**config.mk**
```make
export PLATFORM = sky130hd
export DESIGN_NAME = player_state_fsm_flat
export DESIGN_NICKNAME = d
export VERILOG_FILES = /design/src/rtl/player_state_fsm_pkg.sv /design/src/rtl/player_state_fsm_if.sv /design/src/rtl/player_state_fsm_anim.sv /design/src/rtl/player_state_fsm.sv /design/src/flat_wrapper.sv
export SDC_FILE = /design/constraint.sdc
export NUM_CORES = 1
export LEC_CHECK = 0
export CORE_MARGIN = 10
export CORE_UTILIZATION = 53
export DETAILED_ROUTE_END_ITERATION = 8
export PLACE_DENSITY_LB_ADDON = 0.05
export SLEW_MARGIN = 20
export SYNTH_ARGS = -nofsm -noshare
export SYNTH_HDL_FRONTEND = slang
export SYNTH_SLANG_ARGS = --single-unit
```
**constraint.sdc**
```tcl
create_clock -name clk -period 3 [get_ports clk]
set_input_delay 0.6 -clock clk [delete_from_list [all_inputs] [get_ports clk]]
set_output_delay 0.6 -clock clk [all_outputs]
set_load 0.005 [all_outputs]
```
**src/rtl/player_state_fsm_pkg.sv**
```systemverilog
// Shared state codes, widths and direction decode for the player state machine.
// Latency: n/a (types and pure functions only).
// Backpressure: n/a.
package player_pkg;

    localparam int STATE_W = 4;
    localparam int FRAME_W = 7;
    localparam int SPEED_W = 4;

    localparam logic signed [SPEED_W-1:0] SPEED_MIN = 4'sb1000;

    typedef enum logic [STATE_W-1:0] {
        ST_LEVEL_1_BEGIN = 4'd0,
        ST_IDLE          = 4'd1,
        ST_RUN_R         = 4'd2,
        ST_RUN_L         = 4'd3,
        ST_JUMP          = 4'd4,
        ST_FALL          = 4'd5
    } state_t;

    typedef enum logic [1:0] {
        DIR_NONE = 2'd0,
        DIR_R    = 2'd1,
        DIR_L    = 2'd2
    } dir_t;

    // Both buttons pressed cancel out to no direction.
    function automatic dir_t decode_dir(input logic left, input logic right);
        if (right && !left) return DIR_R;
        if (left && !right) return DIR_L;
        return DIR_NONE;
    endfunction

    function automatic state_t ground_state(input dir_t d);
        case (d)
            DIR_R:   return ST_RUN_R;
            DIR_L:   return ST_RUN_L;
            default: return ST_IDLE;
        endcase
    endfunction

endpackage

```
**src/rtl/player_state_fsm_if.sv**
```systemverilog
// Per-frame control inputs and registered player outputs.
// Latency: n/a (wiring only).
// Backpressure: none; the frame tick paces everything.
interface player_state_fsm_if;
    import player_pkg::*;

    logic                       frame_tick;
    logic                       start;
    logic                       up;
    logic                       left;
    logic                       right;
    logic                       on_ground;
    logic [STATE_W-1:0]         curr_state;
    logic [FRAME_W-1:0]         animation_frame_num;
    logic signed [SPEED_W-1:0]  y_speed;
    logic                       facing_left;

    modport master (
        output frame_tick, start, up, left, right, on_ground,
        input  curr_state, animation_frame_num, y_speed, facing_left
    );

    modport slave (
        input  frame_tick, start, up, left, right, on_ground,
        output curr_state, animation_frame_num, y_speed, facing_left
    );

endinterface

```
**src/rtl/player_state_fsm_anim.sv**
```systemverilog
// Animation frame counter: divides frame ticks, steps a wrapping frame index.
// Latency: 1 cycle from tick.
// Backpressure: none; clear overrides the step on the same tick.
module anim_frame_counter
    import player_pkg::*;
#(
    parameter int FRAME_DIV  = 6,
    parameter int NUM_FRAMES = 8
) (
    input  logic               clk,
    input  logic               rst,
    input  logic               tick,
    input  logic               clear,
    output logic [FRAME_W-1:0] frame_num
);

    localparam logic [5:0]         DIV_LAST   = 6'(FRAME_DIV - 1);
    localparam logic [FRAME_W-1:0] FRAME_LAST = FRAME_W'(NUM_FRAMES - 1);

    logic [5:0] div_cnt;

    always_ff @(posedge clk) begin
        if (rst) begin
            div_cnt   <= '0;
            frame_num <= '0;
        end else if (tick) begin
            if (clear) begin
                div_cnt   <= '0;
                frame_num <= '0;
            end else if (div_cnt == DIV_LAST) begin
                div_cnt   <= '0;
                frame_num <= (frame_num == FRAME_LAST) ? '0 : frame_num + 1'b1;
            end else begin
                div_cnt <= div_cnt + 1'b1;
            end
        end
    end

endmodule

```
**src/rtl/player_state_fsm.sv**
```systemverilog
// Frame-locked player state machine: state, vertical speed, facing, animation.
// Latency: 1 cycle from frame_tick; all outputs registered.
// Backpressure: none; inputs are sampled only on tick cycles.
module player_state_fsm
    import player_pkg::*;
#(
    parameter int FRAME_DIV  = 6,
    parameter int NUM_FRAMES = 8,
    parameter int JUMP_SPEED = 7
) (
    input  logic               clk,
    input  logic               rst,
    player_state_fsm_if.slave  bus
);

    localparam logic signed [SPEED_W-1:0] JUMP_V = SPEED_W'(JUMP_SPEED);
    localparam logic signed [SPEED_W-1:0] ZERO_V = '0;
    localparam logic signed [SPEED_W-1:0] ONE_V  = 4'sd1;

    state_t                    state_q, state_d;
    logic signed [SPEED_W-1:0] y_q, y_d;
    logic                      face_q, face_d;
    logic                      armed_q, armed_d;
    logic                      launch;
    logic                      state_chg;
    dir_t                      dir;

    always_comb begin
        dir     = decode_dir(bus.left, bus.right);
        state_d = state_q;
        y_d     = y_q;
        face_d  = face_q;
        armed_d = armed_q;
        launch  = 1'b0;

        if (bus.frame_tick) begin
            case (state_q)
                ST_LEVEL_1_BEGIN: begin
                    if (bus.start) state_d = ST_IDLE;
                end
                ST_IDLE, ST_RUN_R, ST_RUN_L: begin
                    if (!bus.on_ground) begin
                        state_d = ST_FALL;
                        y_d     = ZERO_V;
                    end else if (bus.up && armed_q) begin
                        state_d = ST_JUMP;
                        y_d     = JUMP_V;
                        launch  = 1'b1;
                    end else begin
                        state_d = ground_state(dir);
                    end
                end
                ST_JUMP: begin
                    y_d = y_q - ONE_V;
                    if (y_d <= ZERO_V) state_d = ST_FALL;
                end
                ST_FALL: begin
                    // Only a downward-moving player can land; y=0 at the apex keeps falling.
                    if (bus.on_ground && (y_q < ZERO_V)) begin
                        y_d     = ZERO_V;
                        state_d = ground_state(dir);
                    end else if (y_q != SPEED_MIN) begin
                        y_d = y_q - ONE_V;
                    end
                end
                default: state_d = ST_IDLE;
            endcase

            if (state_q != ST_LEVEL_1_BEGIN) begin
                if (dir == DIR_L)      face_d = 1'b1;
                else if (dir == DIR_R) face_d = 1'b0;
            end

            // Re-arming needs a released button, so a held up never relaunches on landing.
            if (launch)       armed_d = 1'b0;
            else if (!bus.up) armed_d = 1'b1;
        end
    end

    assign state_chg = (state_d != state_q);

    always_ff @(posedge clk) begin
        if (rst) begin
            state_q <= ST_LEVEL_1_BEGIN;
            y_q     <= ZERO_V;
            face_q  <= 1'b0;
            armed_q <= 1'b0;
        end else begin
            state_q <= state_d;
            y_q     <= y_d;
            face_q  <= face_d;
            armed_q <= armed_d;
        end
    end

    anim_frame_counter #(
        .FRAME_DIV  (FRAME_DIV),
        .NUM_FRAMES (NUM_FRAMES)
    ) u_anim (
        .clk       (clk),
        .rst       (rst),
        .tick      (bus.frame_tick),
        .clear     (state_chg),
        .frame_num (bus.animation_frame_num)
    );

    assign bus.curr_state  = state_q;
    assign bus.y_speed     = y_q;
    assign bus.facing_left = face_q;

endmodule

```
**src/flat_wrapper.sv**
```systemverilog
// flat-port wrapper written by rule: the top's interface ports become plain ports
module player_state_fsm_flat import player_pkg::*;
#(
    parameter int FRAME_DIV  = 6,
    parameter int NUM_FRAMES = 8,
    parameter int JUMP_SPEED = 7
)
  (clk, rst, bus_frame_tick, bus_start, bus_up, bus_left, bus_right, bus_on_ground, bus_curr_state, bus_animation_frame_num, bus_y_speed, bus_facing_left);
  player_state_fsm_if bus_i ();
  input  logic clk;
  input  logic rst;
  input wire logic [$bits(bus_i.frame_tick)-1:0] bus_frame_tick;
  input wire logic [$bits(bus_i.start)-1:0] bus_start;
  input wire logic [$bits(bus_i.up)-1:0] bus_up;
  input wire logic [$bits(bus_i.left)-1:0] bus_left;
  input wire logic [$bits(bus_i.right)-1:0] bus_right;
  input wire logic [$bits(bus_i.on_ground)-1:0] bus_on_ground;
  output wire logic [$bits(bus_i.curr_state)-1:0] bus_curr_state;
  output wire logic [$bits(bus_i.animation_frame_num)-1:0] bus_animation_frame_num;
  output wire logic [$bits(bus_i.y_speed)-1:0] bus_y_speed;
  output wire logic [$bits(bus_i.facing_left)-1:0] bus_facing_left;
  assign bus_i.frame_tick = bus_frame_tick;
  assign bus_i.start = bus_start;
  assign bus_i.up = bus_up;
  assign bus_i.left = bus_left;
  assign bus_i.right = bus_right;
  assign bus_i.on_ground = bus_on_ground;
  assign bus_curr_state = bus_i.curr_state;
  assign bus_animation_frame_num = bus_i.animation_frame_num;
  assign bus_y_speed = bus_i.y_speed;
  assign bus_facing_left = bus_i.facing_left;
  player_state_fsm #(.FRAME_DIV(FRAME_DIV), .NUM_FRAMES(NUM_FRAMES), .JUMP_SPEED(JUMP_SPEED)) u_core (.clk(clk), .rst(rst), .bus(bus_i));
endmodule
```
==> metrics.csv, run 1 <==
metric,value,unit
antenna_found_initial,0,
gp_congestion,0.864,
htreeDepth,1,
grt.met1_usage,0.171,
period_minus_slack,2720,ps
synth.area.mux_share,0.0135,
dp_cells,237,
async_flop_share,0,
cts.reportedPaths.clkPinSlew,140,ps
synth_fa_ha_area_frac,0.0677,
worstPathMaxFanout,11,
slew_headroom,0.674,
worstSetupStartpointType,input port,
multi_input_area,921,µm²
min-delay-start,u_core.armed_q,
grt_use_total,0.141,
fp.dieW,72.8,µm
die-area,0.00530,mm²
slew_viol_final,0,
worstMarginPinSlew,489,ps
pwr_density_cell,363,mW/mm²
critPathTopFamily,compound AO/OA/AOI/OAI gates,
rsz0062_at_grt,no,
crit_chain,"clkdlybuf4s50_1, inv_1, ha_1, nor4b_1, a22o_1, o2111ai_1, a2111oi_4, buf_4, nand2_1, o221ai_1",
ios,24,
p_sw,203,µW
p_sw_frac,0.315,
syn_inst,185,
area_growth,20.1,%
cts_resized,0,
cts_tree,built,
critical_path_buf_inv_count,3,
grt_pass1_vias,1361,
clock_latency,320,ps
crit_path_start,bus_right,
arrival,2970,ps
ir_drop,0.290,mV
setup_viol,0,
final_antenna_net_count,0,
clock-sinks,23,
hpwl,2730,µm
synth-compound-area-share,0.216,
cap_violations,0,
max_freq,0.367,GHz
worstPathRequired,3250,ps
gr-usage-met2,0.226,
clock_skew,5.39,ps
period_share,0.907,
fp.dieH,72.8,µm
diodes,0,
power.internal,441,µW
cts_made_buffers,3,
pwr-share-seq,0.521,
ys_ff_latch,23,
grt-ovfl-total,0,
grt_pass1_wl,6180,µm
path_class,in -> reg,
yosysTopAreaCellShare,0.311,
routed_wl,3620,µm
initial_core_util,0.546,
synth_area,0.00148,mm²
seqCellArea,460,µm²
ys_seq_area_frac,0.311,
clockBufferDepth,2,
r2r-start,u_core.bus.y_speed[0],
clockPowerShare,0.233,
p_leak,0.000651,µW
holdCritPathClass,reg -> reg,
hold_violations,0,
drt_first_pass_iters,4,
drive_gt1_frac,0.0810,
synth_top_family_by_area,simple AND/OR/NAND/NOR gates,
grt_max_degree,15,
wire_per_inst,15.0,µm
synth.distinct_cells,51,
max_stage_delay,480,ps
p_comb_frac,0.246,
synth_ff_type,dfxtp_1,
ys.warnings.count,0,
synth_edf_count,0,
drcViolationCount,0,
synth_area_leaders,"dfxtp_1 (31%), ha_1 (6.8%), nor2_1 (5.1%), nand2_1 (4.6%), a21oi_1 (3.0%)",
synth_fp_nets,201,
fillers,257,
port-buffer-count,23,
cts_hold_buffers,0,
synth_area_leader_cell,dfxtp_1,
cp_slowest_cell,clkdlybuf4s50_1,
cts_setup_buffers,0,
timing.hold.ws,498,ps
layout_common_cells,"clkdlybuf4s50_1 (23), dfxtp_1 (23), nor2_1 (20)",
drt_iter0_markers,109,
fin_cells,241,
grt_use_met3,0.0517,
fp.coreArea,0.00271,mm²
top_usage_layer,met2,
rows,19,
final_nets,227,
synth.avg_cell_area,7.99,µm²
status,finished clean,
avgViaCountPerCell,5.98,
synthSimpleGateAreaFrac,0.290,
root_buffer,clkbuf_4,
vias,1440,
end_kind,register,
yosys.area_share.xor_xnor,0.0355,
==> per-layer routing <==
metal  up-vias  part of all wire
li1        721                 -
met1       677              0.47
met2        38              0.45
met3         4             0.069
met4         0             0.010
met5         -                 0
==> flip-flops by register name, summed over array words and instances, names as in the netlist <==
register                 flops
u_core.armed_q               1
u_core.bus.curr_state        4
u_core.bus.facing_left       1
u_core.bus.y_speed           4
u_core.u_anim.div_cnt        6
u_core.u_anim.frame_num      7
==> power by group through the flow <==
stage,Sequential [µW],Clock [µW],Combinational (µW)
after floorplan,333,0,111
final,336,150,159
after global placement,341,0,154
after detailed placement,342,0,158
after global routing,339,163,177
after CTS,335,156,159
==> final cells by class <==
class | instances | share of cell area
clock buffers | 3 | 0.0127
multi-input cells | 141 | 0.519
flip-flops and latches | 23 | 0.259
clock inverters | 1 | 0.00282
repair buffers | 30 | 0.159
well taps | 31 | 0.0218
inverters | 12 | 0.0254
==> path summary, 6_finish.rpt <==
path,endpoint,slack [ps],cells past startpoint
min,u_core.armed_q,500,2
min reg2reg,u_core.armed_q,500,2
max,u_core.u_anim.frame_num[4],280,10
max reg2reg,u_core.u_anim.frame_num[4],310,9
==> stage by stage <==
step                utilization  power [µW]  area [µm²]  setup WS, ps  TNS [ps]
finish                    0.655         644        1780           278         0
global route              0.655         679        1780          82.3         0
CTS                       0.655         651        1780           269         0
detailed placement        0.645         500        1750         -87.0      -245
global placement          0.645         495        1750        0.0611         0
floorplan                     -         444        1480           616         0
==> worst register-to-register path: cells and delay by family (launching register included) <==
family	cells	cell delay (ps)
and+or+nand+nor	1	130
DFF	1	460
adders and majority gates	1	260
buffers and inverters	2	330
xor gates and xnor gates	1	150
AOI/OAI and AO/OA	4	1300
==> Yosys cell counts (3+ instances only) <==
library cell and instances:
nor2_1 20, o221ai_1 3, nor4_1 4, a21oi_1 9, buf_2 3, a31oi_1 3
inv_1 12, xor2_1 3, clkbuf_1 4, nand2_1 18, nand4_1 6, dfxtp_1 23
nor3_1 9, a211oi_1 4, nand3_1 8, xnor2_1 3, o21ai_0 4, ha_1 8
==> cell families after synthesis <==
kind of cell | after synthesis
xor gates and xnor gates | 6
DFF | 23
AOI/OAI and AO/OA | 42
muxes | 2
buffers and inverters | 21
adders and majority gates | 8
and+or+nand+nor | 83
No activity file was read; power rests on OpenSTA's default activity.
==> run 2, diff against run 1 <==
--- a/config.mk
+++ b/config.mk
@@ -8,6 +8,7 @@
 export CORE_MARGIN = 10
 export CORE_UTILIZATION = 53
 export DETAILED_ROUTE_END_ITERATION = 8
+export HOLD_SLACK_MARGIN = 0.12
 export PLACE_DENSITY_LB_ADDON = 0.05
 export SLEW_MARGIN = 20
 export SYNTH_ARGS = -nofsm -noshare
==> constraint.sdc (replaced) <==
create_clock -name clk -period 2.9 [get_ports clk]
set_input_delay 0.58 -clock clk [delete_from_list [all_inputs] [get_ports clk]]
set_output_delay 0.58 -clock clk [all_outputs]
set_load 0.005 [all_outputs]
==> metrics.csv, run 2 (same netlist as run 1, synthesis figures left out) <==
metric,value,unit,change
status,finished clean,,
period_minus_slack,2720,ps,
die-area,0.00530,mm²,unchanged
root_buffer,clkbuf_4,,
top_usage_layer,met2,,
drt_iter0_markers,101,,-7.3%
routed_wl,3650,µm,+0.83%
crit_chain,"clkdlybuf4s50_1, inv_1, ha_1, nor4b_1, a22o_1, o2111ai_1, a2111oi_4, buf_4, nand2_1, o221ai_1",,
clock_latency,330,ps,about the same
max_stage_delay,470,ps,about the same
cts_tree,built,,
worstSetupStartpointType,input port,,
grt_use_total,0.139,,-0.00142
placed_area,0.00176,mm²,+0.86%
vias,1459,,+1.3%
cts_hold_buffers,0,,unchanged
drt_first_pass_iters,4,,unchanged
arrival,2970,ps,about the same
cp_slowest_cell,clkdlybuf4s50_1,,
hpwl,2740,µm,+0.65%
fp.dieW,72.8,µm,unchanged
gr-usage-met2,0.217,,-0.00963
p_leak,0.000660,µW,+1.5%
utilization,0.661,,+0.00554
fp.dieH,72.8,µm,unchanged
slew_headroom,0.633,,-0.0410
cts_setup_buffers,0,,unchanged
ios,24,,unchanged
rows,19,,unchanged
final_nets,229,,+0.88%
slew_viol_final,0,,unchanged
worstPathRequired,3150,ps,-100 ps
grt.met1_usage,0.173,,+0.00144
path_class,in -> reg,,
end_kind,register,,
drive_gt1_frac,0.0896,,+0.00867
port-buffer-count,23,,unchanged
grt_use_met3,0.0517,,unchanged
pwr_density_cell,376,mW/mm²,+3.6%
avgViaCountPerCell,6.00,,+0.49%
layout_common_cells,"clkdlybuf4s50_1 (23), dfxtp_1 (23), nor2_1 (20)",,
final_area,0.00179,mm²,+0.85%
area_growth,21.1,%,
rsz0062_at_grt,no,,
antenna_found_initial,0,,unchanged
largest_register_ffs,7,,unchanged
cts_made_buffers,3,,unchanged
max_freq,0.368,GHz,
hold_violations,0,,unchanged
period_share,0.937,,
grt_pass1_vias,1356,,-0.37%
setup_viol,0,,unchanged
clockBufferDepth,2,,unchanged
grt_pass1_wl,6180,µm,unchanged
drcViolationCount,0,,unchanged
final_antenna_net_count,0,,unchanged
clock-sinks,23,,unchanged
grt-ovfl-total,0,,unchanged
holdCritPathClass,reg -> reg,,
worstPathMaxFanout,11,,unchanged
top_regs,"u_core.u_anim.frame_num: 7 flops, u_core.u_anim.div_cnt: 6 flops",,
fp.coreArea,0.00271,mm²,unchanged
gp_congestion,0.866,,+0.21%
htreeDepth,1,,unchanged
grt_max_degree,15,,unchanged
ir_drop,0.361,mV,+25%
cap_violations,0,,unchanged
cts_resized,0,,unchanged
wire_per_inst,15.0,µm,about the same
max_flop_register,u_core.u_anim.frame_num,,
worstMarginPinSlew,551,ps,+61.6 ps
diodes,0,,unchanged
finalSetupTns,0,ps,unchanged
clock_skew,8.22,ps,+2.83 ps
initial_core_util,0.546,,unchanged
cts.reportedPaths.clkPinSlew,140,ps,about the same
-- run 2: changes by cell type in the layout (fill, tap and decap cells not counted), sizes merged --
| cell | before | now |
|---|---|---|
| buf | 7 | 9 |
-- run 2: final cells by class --
| class | instances | area, µm² |
|---|---|---|
| fill | 250 | 920 |
| timing repair buffer | 32 | 298 |
| multi-input combinational | 141 | 921 |
| clock buffer | 3 | 22.5 |
| sequential | 23 | 460 |
| tap | 31 | 38.8 |
| inverter | 12 | 45.0 |
| clock inverter | 1 | 5.00 |
-- run 2: metal layers --
layer | vias to the layer above | wire length, µm
met1 | 681 | 1620
met5 | - | 0
li1 | 725 | -
met2 | 48 | 1670
met3 | 5 | 320
met4 | 0 | 36
-- run 2: final timing paths --
| check | from | end | slack [ps] | cells past startpoint |
|---|---|---|---|---|
| worst max-delay path | bus_right | u_core.u_anim.frame_num[3] | 180 | 10 |
| worst min-delay path | u_core.armed_q | u_core.armed_q | 510 | 2 |
| worst max register to register | u_core.bus.y_speed[0] | u_core.u_anim.frame_num[3] | 270 | 9 |
| worst min register to register | u_core.armed_q | u_core.armed_q | 510 | 2 |
-- run 2: worst max-delay path, delay by kind of cell --
family / cells / cell delay (ps)
AND/OR/NAND/NOR: 2 / 390
AO/OA/AOI/OAI: 4 / 960
buffers and inverters: 3 / 740
adder cells (fa/ha/maj): 1 / 300
-- run 2: metrics by stage --
step                      hold slack (ps)  setup slack [ps]  total power, µW  cells
after global routing                  523              17.3              708    243
after floorplan                       458               536              460    185
after CTS                             504               181              675    243
final                                 507               184              673    243
after detailed placement              487              -171              519    239
after global placement                471             -71.6              514    239
-- run 2: report_power, final --
group | total, µW | switching, µW | internal (µW)
clock network | 159 | 107 | 51.8
registers | 347 | 20.1 | 327
logic | 167 | 87.4 | 79.3
total | 673 | 215 | 458
==> run 3, diff against run 2 <==
--- a/config.mk
+++ b/config.mk
@@ -5,7 +5,6 @@
 export SDC_FILE = /design/constraint.sdc
 export NUM_CORES = 1
 export LEC_CHECK = 0
-export CORE_MARGIN = 10
 export CORE_UTILIZATION = 53
 export DETAILED_ROUTE_END_ITERATION = 8
 export HOLD_SLACK_MARGIN = 0.12
==> metrics.csv, run 3 (same netlist as run 1, synthesis figures left out) <==
metric,value,unit,change
clock-sinks,23,,unchanged
timing.hold.ws,511,ps,+3.24 ps
setup_viol,0,,unchanged
whs_path_depth,2,,unchanged
gp_congestion,0.873,,+0.82%
cts_tree,built,,
cts_resized,0,,unchanged
holdCritPathClass,reg -> reg,,
end_kind,register,,
grt_pass1_vias,1238,,-8.7%
path_class,in -> reg,,
cts_hold_buffers,0,,unchanged
p_leak,0.000660,µW,unchanged
rows,18,,-1
port-buffer-count,23,,unchanged
status,finished clean,,
period_minus_slack,2710,ps,-2.43 ps
multi_input_area,921,µm²,unchanged
grt_max_degree,15,,unchanged
drt_iter0_markers,57,,-44%
clock_skew,13.1,ps,+4.91 ps
pwr_density_cell,373,mW/mm²,-0.65%
diodes,0,,unchanged
hold_violations,0,,unchanged
final_nets,229,,unchanged
min-delay-start,u_core.armed_q,,
drt_first_pass_iters,4,,unchanged
grt-ovfl-total,0,,unchanged
largest_register_ffs,7,,unchanged
cts_setup_buffers,0,,unchanged
fillers,205,,-18%
slew_viol_final,0,,unchanged
worstMarginPinSlew,507,ps,-43.7 ps
clock_latency,320,ps,about the same
antenna_found_initial,0,,unchanged
rsz0062_at_grt,no,,
period_share,0.936,,about the same
fin_ws,186,ps,+2.43 ps
htreeDepth,1,,unchanged
drcViolationCount,0,,unchanged
slew_headroom,0.662,,+0.0291
top_regs,"u_core.u_anim.frame_num: 7 flops, u_core.u_anim.div_cnt: 6 flops",,
clockBufferDepth,2,,unchanged
fp.dieH,54.8,µm,-25%
cap_violations,0,,unchanged
arrival,2950,ps,-20 ps
worstPathMaxFanout,11,,unchanged
fp.coreArea,0.00257,mm²,-5.3%
wire_per_inst,14.3,µm,-5.0%
grt_pass1_wl,5570,µm,-9.9%
hpwl,2580,µm,-6.0%
max_flop_register,u_core.u_anim.frame_num,,
final_antenna_net_count,0,,unchanged
fin_cells,242,,-0.41%
die-area,0.00301,mm²,-43%
area_growth,21.0,%,about the same
fp.dieW,54.8,µm,-25%
ios,24,,unchanged
hold_path_end,u_core.armed_q,,
avgViaCountPerCell,5.99,,-0.28%
max_freq,0.368,GHz,about the same
root_buffer,clkbuf_4,,
r2r_end,u_core.u_anim.frame_num[3],,
worst_r2r_path_depth,9,,unchanged
vias,1449,,-0.69%
cts_made_buffers,3,,unchanged
grt_use_total,0.254,,+0.114
layout_common_cells,"clkdlybuf4s50_1 (23), dfxtp_1 (23), nor2_1 (20)",,
dp_cells,238,,-0.42%
initial_core_util,0.576,,+0.0303
routed_wl,3450,µm,-5.3%
timing.reg2reg.setup_slack,260,ps,about the same
worstPathRequired,3130,ps,-20 ps
drive_gt1_frac,0.0896,,unchanged
seqCellArea,460,µm²,unchanged
cts.reportedPaths.clkPinSlew,140,ps,about the same
r2r-start,u_core.bus.y_speed[0],,
ir_drop,0.283,mV,-22%
dp_slack,-149,ps,+22.4 ps
worstSetupStartpointType,input port,,
-- run 3: cell counts in the layout (fill, tap and decap cells not counted) --
No cell type changed its count.
-- run 3: critical path: stages --
cell and delay [ps]:
clkdlybuf4s50_1 470, inv_1 50, ha_1 300, nor4b_1 240
a22o_1 170, o2111ai_1 200, a2111oi_4 390, buf_4 220
nand2_1 120, o221ai_1 200
-- run 3: worst max path at each step --
stage	start	endpoint	slack (ps)
6_report	bus_right	u_core.u_anim.frame_num[3]	190
2_1_floorplan	bus_right	u_core.u_anim.frame_num[1]	540
3_5_place_dp	bus_right	u_core.u_anim.frame_num[3]	-150
5_1_grt	bus_right	u_core.u_anim.frame_num[3]	1
3_3_place_gp	bus_right	u_core.u_anim.frame_num[6]	-70
4_1_cts	bus_right	u_core.u_anim.frame_num[6]	190
-- run 3: metal layers --
| layer | GRT usage | wire length, µm | vias to the layer above |
|---|---|---|---|
| li1 | - | - | 726 |
| met1 | 0.355 | 1680 | 683 |
| met2 | 0.394 | 1570 | 36 |
| met3 | 0.0444 | 172 | 4 |
| met4 | 0.0684 | 23 | 0 |
| met5 | 0 | 0 | - |
-- run 3: layout make-up --
cell class / instances / area share
sequential: 23 / 0.257
clock inverter: 1 / 0.00280
inverter: 12 / 0.0252
clock buffer: 3 / 0.0126
tap: 30 / 0.0210
timing repair buffer: 32 / 0.166
multi-input combinational: 141 / 0.515
-- run 3: per-stage QoR --
step | instance area, µm² | util | total power [µW] | setup TNS (ps)
floorplan | 1480 | - | 460 | 0
global placement | 1760 | 0.686 | 513 | -245
detailed placement | 1760 | 0.686 | 518 | -602
CTS | 1790 | 0.697 | 671 | 0
global route | 1790 | 0.697 | 704 | 0
finish | 1790 | 0.697 | 668 | 0
-- run 3: report_power, final --
part           total (µW)  leakage, µW  switching, µW  internal, µW
sequential            348     0.000187           21.3           327
combinational         165     0.000456           85.2          79.6
clock                 155    0.0000177            103          51.6
total                 668     0.000660            210           458
